**src/rtl/ext_bus_bridge.sv**
```systemverilog
`default_nettype none
// ============================================================================
// Module      : ext_bus_bridge
// Description : Bridges one wide core word request (ADDR_W address, DATA_W
//               data) onto a narrow multiplexed external memory bus. Each
//               request becomes address slices strobed with ALE, followed by
//               BUS_W-wide data beats qualified by active-low WE_n / OE_n.
//               The external memory is BUS_W wide and addressed by
//               EXT_W = ADDR_W + log2(DATA_W/BUS_W) bits; beat b of a word
//               targets external address {addr, b}.
// Ports       : clk, rst (async, active low)
//               core side : req_valid, req_ready, req_we, req_addr, req_wdata,
//                           rsp_valid, rsp_rdata, rsp_err
//               pin side  : bus_out, bus_ale, bus_aph, bus_we_n, bus_oe_n,
//                           bus_din, bus_rdy
// Options     : `define EXT_BUS_READY_EN to let bus_rdy stretch data beats,
//               with a TIMEOUT abort that reports through rsp_err. Without
//               it bus_rdy is ignored and rsp_err is tied low.
// Revision    : 1.0  initial release
// ============================================================================
module ext_bus_bridge #(
    parameter int ADDR_W      = 13,
    parameter int DATA_W      = 8,
    parameter int BUS_W       = 4,
    parameter int PIN_W       = 7,
    parameter int WAIT_CYCLES = 1,
    parameter int TIMEOUT     = 15,
    localparam int c_N_BEAT     = DATA_W / BUS_W,
    localparam int c_BEAT_IDX_W = $clog2(c_N_BEAT),
    localparam int c_EXT_W      = ADDR_W + c_BEAT_IDX_W,
    localparam int c_N_APH      = (c_EXT_W + PIN_W - 1) / PIN_W,
    localparam int c_APH_W      = (c_N_APH > 1) ? $clog2(c_N_APH) : 1
) (
    input  logic               clk,
    input  logic               rst,
    input  logic               req_valid,
    output logic               req_ready,
    input  logic               req_we,
    input  logic [ADDR_W-1:0]  req_addr,
    input  logic [DATA_W-1:0]  req_wdata,
    output logic               rsp_valid,
    output logic [DATA_W-1:0]  rsp_rdata,
    output logic               rsp_err,
    output logic [PIN_W-1:0]   bus_out,
    output logic               bus_ale,
    output logic [c_APH_W-1:0] bus_aph,
    output logic               bus_we_n,
    output logic               bus_oe_n,
    input  logic [BUS_W-1:0]   bus_din,
    input  logic               bus_rdy
);

    localparam int c_BEAT_W = (c_BEAT_IDX_W > 0) ? c_BEAT_IDX_W : 1;
    localparam int c_PAD_W  = c_N_APH * PIN_W;

    typedef enum logic [2:0] {
        S_IDLE = 3'd0,
        S_ADDR = 3'd1,
        S_WR   = 3'd2,
        S_RD   = 3'd3,
        S_DONE = 3'd4
    } state_t;

    state_t              r_state, w_state_nxt;
    logic [c_APH_W-1:0]  r_aph, w_aph_nxt;
    logic [c_BEAT_W-1:0] r_beat, w_beat_nxt;
    logic [3:0]          r_hold, w_hold_nxt;
    logic [ADDR_W-1:0]   r_addr, w_addr_nxt;
    logic                r_we, w_we_nxt;
    logic [DATA_W-1:0]   r_wdata, w_wdata_nxt;
    logic [DATA_W-1:0]   r_acc, w_acc_nxt;
    logic [DATA_W-1:0]   w_rdata_nxt;
    logic                w_beat_end;

    logic [c_EXT_W-1:0]  w_ext;
    logic [c_PAD_W-1:0]  w_ext_pad;
    logic [PIN_W-1:0]    w_out_nxt;
    logic                w_ale_nxt, w_we_n_nxt, w_oe_n_nxt, w_valid_nxt, w_ready_nxt;

`ifdef EXT_BUS_READY_EN
    localparam int c_TMO_W = (TIMEOUT > 1) ? $clog2(TIMEOUT + 1) : 1;
    logic [c_TMO_W-1:0]  r_tmo, w_tmo_nxt;
    logic                w_err_nxt;
`else
    logic w_unused_rdy;
    assign w_unused_rdy = bus_rdy;
`endif

    // ------------------------------------------------------------------
    // State register; all pin outputs are registered from next-state values
    // so strobes never glitch and reset drops them asynchronously.
    // ------------------------------------------------------------------
    always_ff @(posedge clk or negedge rst) begin
        if (!rst) begin
            r_state   <= S_IDLE;
            r_aph     <= '0;
            r_beat    <= '0;
            r_hold    <= '0;
            r_addr    <= '0;
            r_we      <= 1'b0;
            r_wdata   <= '0;
            r_acc     <= '0;
            req_ready <= 1'b1;
            rsp_valid <= 1'b0;
            rsp_rdata <= '0;
            bus_out   <= '0;
            bus_ale   <= 1'b0;
            bus_aph   <= '0;
            bus_we_n  <= 1'b1;
            bus_oe_n  <= 1'b1;
        end else begin
            r_state   <= w_state_nxt;
            r_aph     <= w_aph_nxt;
            r_beat    <= w_beat_nxt;
            r_hold    <= w_hold_nxt;
            r_addr    <= w_addr_nxt;
            r_we      <= w_we_nxt;
            r_wdata   <= w_wdata_nxt;
            r_acc     <= w_acc_nxt;
            req_ready <= w_ready_nxt;
            rsp_valid <= w_valid_nxt;
            rsp_rdata <= w_rdata_nxt;
            bus_out   <= w_out_nxt;
            bus_ale   <= w_ale_nxt;
            bus_aph   <= w_aph_nxt;
            bus_we_n  <= w_we_n_nxt;
            bus_oe_n  <= w_oe_n_nxt;
        end
    end

`ifdef EXT_BUS_READY_EN
    always_ff @(posedge clk or negedge rst) begin
        if (!rst) begin
            r_tmo   <= '0;
            rsp_err <= 1'b0;
        end else begin
            r_tmo   <= w_tmo_nxt;
            rsp_err <= w_err_nxt;
        end
    end
`else
    assign rsp_err = 1'b0;
`endif

    // ------------------------------------------------------------------
    // Next-state logic
    // ------------------------------------------------------------------
    always_comb begin
        w_state_nxt = r_state;
        w_aph_nxt   = r_aph;
        w_beat_nxt  = r_beat;
        w_hold_nxt  = r_hold;
        w_addr_nxt  = r_addr;
        w_we_nxt    = r_we;
        w_wdata_nxt = r_wdata;
        w_acc_nxt   = r_acc;
        w_rdata_nxt = rsp_rdata;
        w_beat_end  = 1'b0;
`ifdef EXT_BUS_READY_EN
        w_tmo_nxt   = r_tmo;
        w_err_nxt   = 1'b0;
`endif
        case (r_state)
            S_IDLE: begin
                if (req_valid) begin
                    w_addr_nxt  = req_addr;
                    w_we_nxt    = req_we;
                    w_wdata_nxt = req_wdata;
                    w_acc_nxt   = '0;
                    w_beat_nxt  = '0;
                    w_aph_nxt   = c_APH_W'(c_N_APH - 1);
                    w_state_nxt = S_ADDR;
                end
            end
            S_ADDR: begin
                if (r_aph == '0) begin
                    w_state_nxt = r_we ? S_WR : S_RD;
                    w_hold_nxt  = 4'(WAIT_CYCLES);
                end else begin
                    w_aph_nxt = r_aph - 1'b1;
                end
            end
            S_WR, S_RD: begin
                if (r_hold != '0) begin
                    w_hold_nxt = r_hold - 1'b1;
                end else begin
`ifdef EXT_BUS_READY_EN
                    // Ready is only consulted once the fixed hold has elapsed;
                    // every low cycle from then on stretches the beat.
                    if (!bus_rdy) begin
                        if (r_tmo == c_TMO_W'(TIMEOUT - 1)) begin
                            w_tmo_nxt   = '0;
                            w_err_nxt   = 1'b1;
                            w_state_nxt = S_DONE;
                        end else begin
                            w_tmo_nxt = r_tmo + 1'b1;
                        end
                    end else begin
                        w_tmo_nxt  = '0;
                        w_beat_end = 1'b1;
                    end
`else
                    w_beat_end = 1'b1;
`endif
                end
            end
            S_DONE: begin
                w_state_nxt = S_IDLE;
            end
            default: begin
                w_state_nxt = S_IDLE;
            end
        endcase

        if (w_beat_end) begin
            if (r_state == S_RD) begin
                w_acc_nxt[int'(r_beat)*BUS_W +: BUS_W] = bus_din;
            end
            if (r_beat == c_BEAT_W'(c_N_BEAT - 1)) begin
                w_state_nxt = S_DONE;
            end else begin
                // Upper address slices are still latched externally; only
                // the slice holding the beat index needs refreshing.
                w_beat_nxt  = r_beat + 1'b1;
                w_aph_nxt   = '0;
                w_state_nxt = S_ADDR;
            end
        end

        // Reads publish the accumulated word on entry to DONE (including a
        // timeout abort); writes leave the previous read data in place.
        if (w_state_nxt == S_DONE && !r_we) begin
            w_rdata_nxt = w_acc_nxt;
        end
    end

    // External address of the upcoming cycle: {word address, beat index}.
    generate
        if (c_BEAT_IDX_W > 0) begin : g_ext_beat
            assign w_ext = {w_addr_nxt, w_beat_nxt[c_BEAT_IDX_W-1:0]};
        end else begin : g_ext_word
            assign w_ext = w_addr_nxt;
        end
    endgenerate

    // ------------------------------------------------------------------
    // Pin values for the upcoming cycle
    // ------------------------------------------------------------------
    always_comb begin
        w_ext_pad                = '0;
        w_ext_pad[c_EXT_W-1:0]   = w_ext;
        w_out_nxt                = '0;
        w_ale_nxt                = 1'b0;
        w_we_n_nxt               = 1'b1;
        w_oe_n_nxt               = 1'b1;
        w_valid_nxt              = 1'b0;
        w_ready_nxt              = 1'b0;
        case (w_state_nxt)
            S_IDLE: w_ready_nxt = 1'b1;
            S_ADDR: begin
                w_ale_nxt = 1'b1;
                w_out_nxt = w_ext_pad[int'(w_aph_nxt)*PIN_W +: PIN_W];
            end
            S_WR: begin
                w_we_n_nxt             = 1'b0;
                w_out_nxt[BUS_W-1:0]   = w_wdata_nxt[int'(w_beat_nxt)*BUS_W +: BUS_W];
            end
            S_RD:    w_oe_n_nxt  = 1'b0;
            S_DONE:  w_valid_nxt = 1'b1;
            default: w_ready_nxt = 1'b0;
        endcase
    end

endmodule
`default_nettype wire

```
**config.mk**
```make
export PLATFORM = sky130hd
export DESIGN_NAME = ext_bus_bridge
export DESIGN_NICKNAME = d
export VERILOG_FILES = /design/src/rtl/ext_bus_bridge.sv
export SDC_FILE = /design/constraint.sdc
export NUM_CORES = 1
export LEC_CHECK = 0
export ABC_AREA = 1
export CAP_MARGIN = 5
export CORE_ASPECT_RATIO = 1.25
export CORE_MARGIN = 1.5
export CORE_UTILIZATION = 30
export CTS_BUF_LIST = sky130_fd_sc_hd__clkbuf_16
export DETAILED_ROUTE_END_ITERATION = 10
export GPL_ROUTABILITY_DRIVEN = 1
export MAX_ROUTING_LAYER = met4
export PLACE_DENSITY_LB_ADDON = 0.25
export SETUP_SLACK_MARGIN = 0.5
export SYNTH_ARGS = -nofsm -noshare
export SYNTH_HDL_FRONTEND = slang
export SYNTH_SLANG_ARGS = --single-unit
```
**constraint.sdc**
```tcl
create_clock -name clk -period 2.15 [get_ports clk]
set_input_delay 0.43 -clock clk [delete_from_list [all_inputs] [get_ports clk]]
set_output_delay 0.43 -clock clk [all_outputs]
set_load 0.01 [all_outputs]
```
==> impl_metrics.tcl <==
set metrics [dict create \
    status "complete, but fails checks" \
    violations "design-rule violations" \
    drive_gt1_frac 0.177 \
    vias 2102 \
    ys_seq_area_frac 0.579 \
    cts_buffer_depth 2 \
    arrival_ns 1.20 \
    syn_avg_cell_area_sq_um 8.30 \
    clockRootBuffer "clkbuf_16" \
    cts-buffers-inserted 9 \
    setup_tns_ns 0 \
    reg2reg_depth 9 \
    placementRows 37 \
    netlist_instances 308 \
    area_growth_syn_to_layout_pct 42.7 \
    p_int_mw 3.41 \
    synth_area_leader_cell "dfrtp_1" \
    maxSlewViolCount 0 \
    finalCritPeriodShare 0.759 \
    drv_cap 0 \
    synth_fp_nets 339 \
    max_stage_delay_ns 0.53 \
    cp_slowest_cell "clkdlybuf4s50_1" \
    ys.flop_type "dfrtp_1" \
    dr.pass1.iters 7 \
    h-tree-depth 3 \
    fp.dieH_um 106 \
    startpoint_type "register" \
    hpwl_um 3900 \
    cts.sinks 59 \
    min_period_ns 1.63 \
    drt_wl_total_um 5710 \
    drtIter0Drc 85 \
    drcViolationCount 2 \
    die-area_sq_um 9080 \
    critPathKind "reg -> out" \
    timing.final.ws_setup_ns 0.519 \
    switchingPower_mw 2.06 \
    grt_pass1_wl_um 9400 \
    path_clk_slew_ns 0.05 \
    cp.required_ns 1.72 \
    switching_share 0.377 \
    fmax_mhz 613 \
    antenna_found_initial 0 \
    crit_buf_inv 1 \
    synth.most_common_cell "nand2_1" \
    pin_count 52 \
    nNetsFinal 410 \
    synth_seq_cells 59 \
    dp_cells 454 \
    synthArstFlopShare 1.00 \
    critPathTopFamily "buffers and inverters" \
    fin_skew_ns 0.00465 \
    place_congestion 0.778 \
    port_buffers 49 \
    yosysWarningCount 0 \
    drt-wirelength-per-cell_um 11.9 \
    core_sq_um 8240 \
    crit_path_cell_trace "clkdlybuf4s50_1" \
    yosysTopAreaCellShare 0.548 \
    grt_overflow 0 \
    power_frac_comb 0.418 \
    synthTopCellsByCount "nand2_1, dfrtp_1, inv_1, nand3_1, nor2_1" \
    clkPwrFrac 0.255 \
    finalSetupViolCount 0 \
    synth.top_cells.by_area "dfrtp_1, nand2_1, inv_1" \
    synth_cell_type_count 24 \
    hold_violations 0 \
    ctsHoldBuffers 0 \
    cp.depth 1 \
    peakVddDrop_uv 750 \
    worstHoldPathType "in -> async" \
    cts_tree "built" \
    powerDensity_nw_per_um2 1500 \
    syn_area_sq_um 2550 \
    die_x_um 85.5 \
    clk_latency_ns 0.33 \
    cp_max_fo 2 \
    fin_area_sq_um 3640 \
    grt_use_total 0.137 \
    place_area_sq_um 3170 \
    grt_setup_unrepaired "false" \
    critPathCaptureType "output port" \
    grt_pass1_vias 2003 \
    whs_ns 0.0114 \
    leakage_nw 1.91 \
    start_util 0.310 \
    dp_worst_setup_slack_ns 0.155 \
    avgViaCountPerCell 4.37 \
    grt_max_degree 27 \
    synth_edf_count 0 \
    seq_power_share 0.326 \
    n_antenna_cell 0 \
    finalNonFillerCells 481 \
    ant_nets 0 \
]
## final cells by class
type	count	area, sq um
Fill cell	826	4600
Sequential cell	59	1480
Multi-Input combinational cell	203	966
Clock buffer	9	225
Inverter	40	153
Tap cell	97	121
Timing Repair Buffer	66	631
Clock inverter	7	68.8
## power groups by stage
stage	registers [mW]	logic [mW]	clock network, mW
floorplan	1.84	1.32	0
global placement	1.79	2.07	0
detailed placement	1.80	2.09	0
CTS	1.79	2.10	1.43
global route	1.84	2.60	1.47
finish	1.79	2.29	1.40
## cell families after synthesis
group | Yosys count | share of synthesized area
xor+xnor | 2 | 0.00686
compound gates | 14 | 0.0279
simple gates | 185 | 0.307
fa+ha+maj | 1 | 0.00490
flops | 59 | 0.579
buf+inv | 46 | 0.0730
other cells | 1 | 0.00147
## placed cells by master, fill, tap and decap left out, types with 6 or more instances in the layout
| master | instances |
|---|---|
| nand3_1 | 19 |
| dlygate4sd2_1 | 6 |
| inv_2 | 8 |
| nor2_1 | 17 |
| clkbuf_16 | 9 |
| nor2_4 | 7 |
| nand2_1 | 132 |
| buf_4 | 16 |
| dfrtp_1 | 56 |
| inv_1 | 31 |
| clkdlybuf4s50_1 | 37 |
## metal layers
| metal | vias to the layer above | global-route usage | wire length, um |
|---|---|---|---|
| met5 | - | - | 0 |
| met4 | 0 | 0.0726 | 129 |
| met3 | 11 | 0.0295 | 236 |
| met2 | 48 | 0.195 | 2570 |
| met1 | 973 | 0.182 | 2770 |
| li1 | 1070 | - | - |
## per-stage QoR
step	util	total power [mW]
global placement	0.385	3.86
finish	0.442	5.48
floorplan	-	3.15
global route	0.442	5.91
detailed placement	0.385	3.89
CTS	0.423	5.33
## flip-flops by register name (all words and copies together) (netlist names)
register / cells
bus_ale: 1
r_beat: 1
rsp_valid: 1
r_addr: 13
r_state: 3
bus_oe_n: 1
bus_we_n: 1
req_ready: 1
bus_out: 7
r_acc: 8
r_wdata: 8
r_aph: 1
r_hold: 4
rsp_rdata: 8
r_we: 1
## path summary, 6_finish.rpt
check / startpoint / end / slack (ns)
setup reg to reg: r_hold[0] / rsp_rdata[4] / 0.63
hold / removal: rst / r_wdata[1] / 0.01
setup / recovery: rsp_rdata[7] / rsp_rdata[7] / 0.52
hold reg to reg: r_addr[7] / r_addr[7] / 0.47
min in group clk: r_addr[7] / r_addr[7] / 0.47
max in group asynchronous: rst / r_acc[5] / 1.47
## repair_timing
item | CTS | global route
endpoints found under the hold margin | 0 | 0
pin swaps | 3 | 5
resized for setup | 8 | 25
setup buffers | 3 | 8
setup endpoints to repair | 18 | 25
Note: power is estimated with default switching activity, not from simulation.
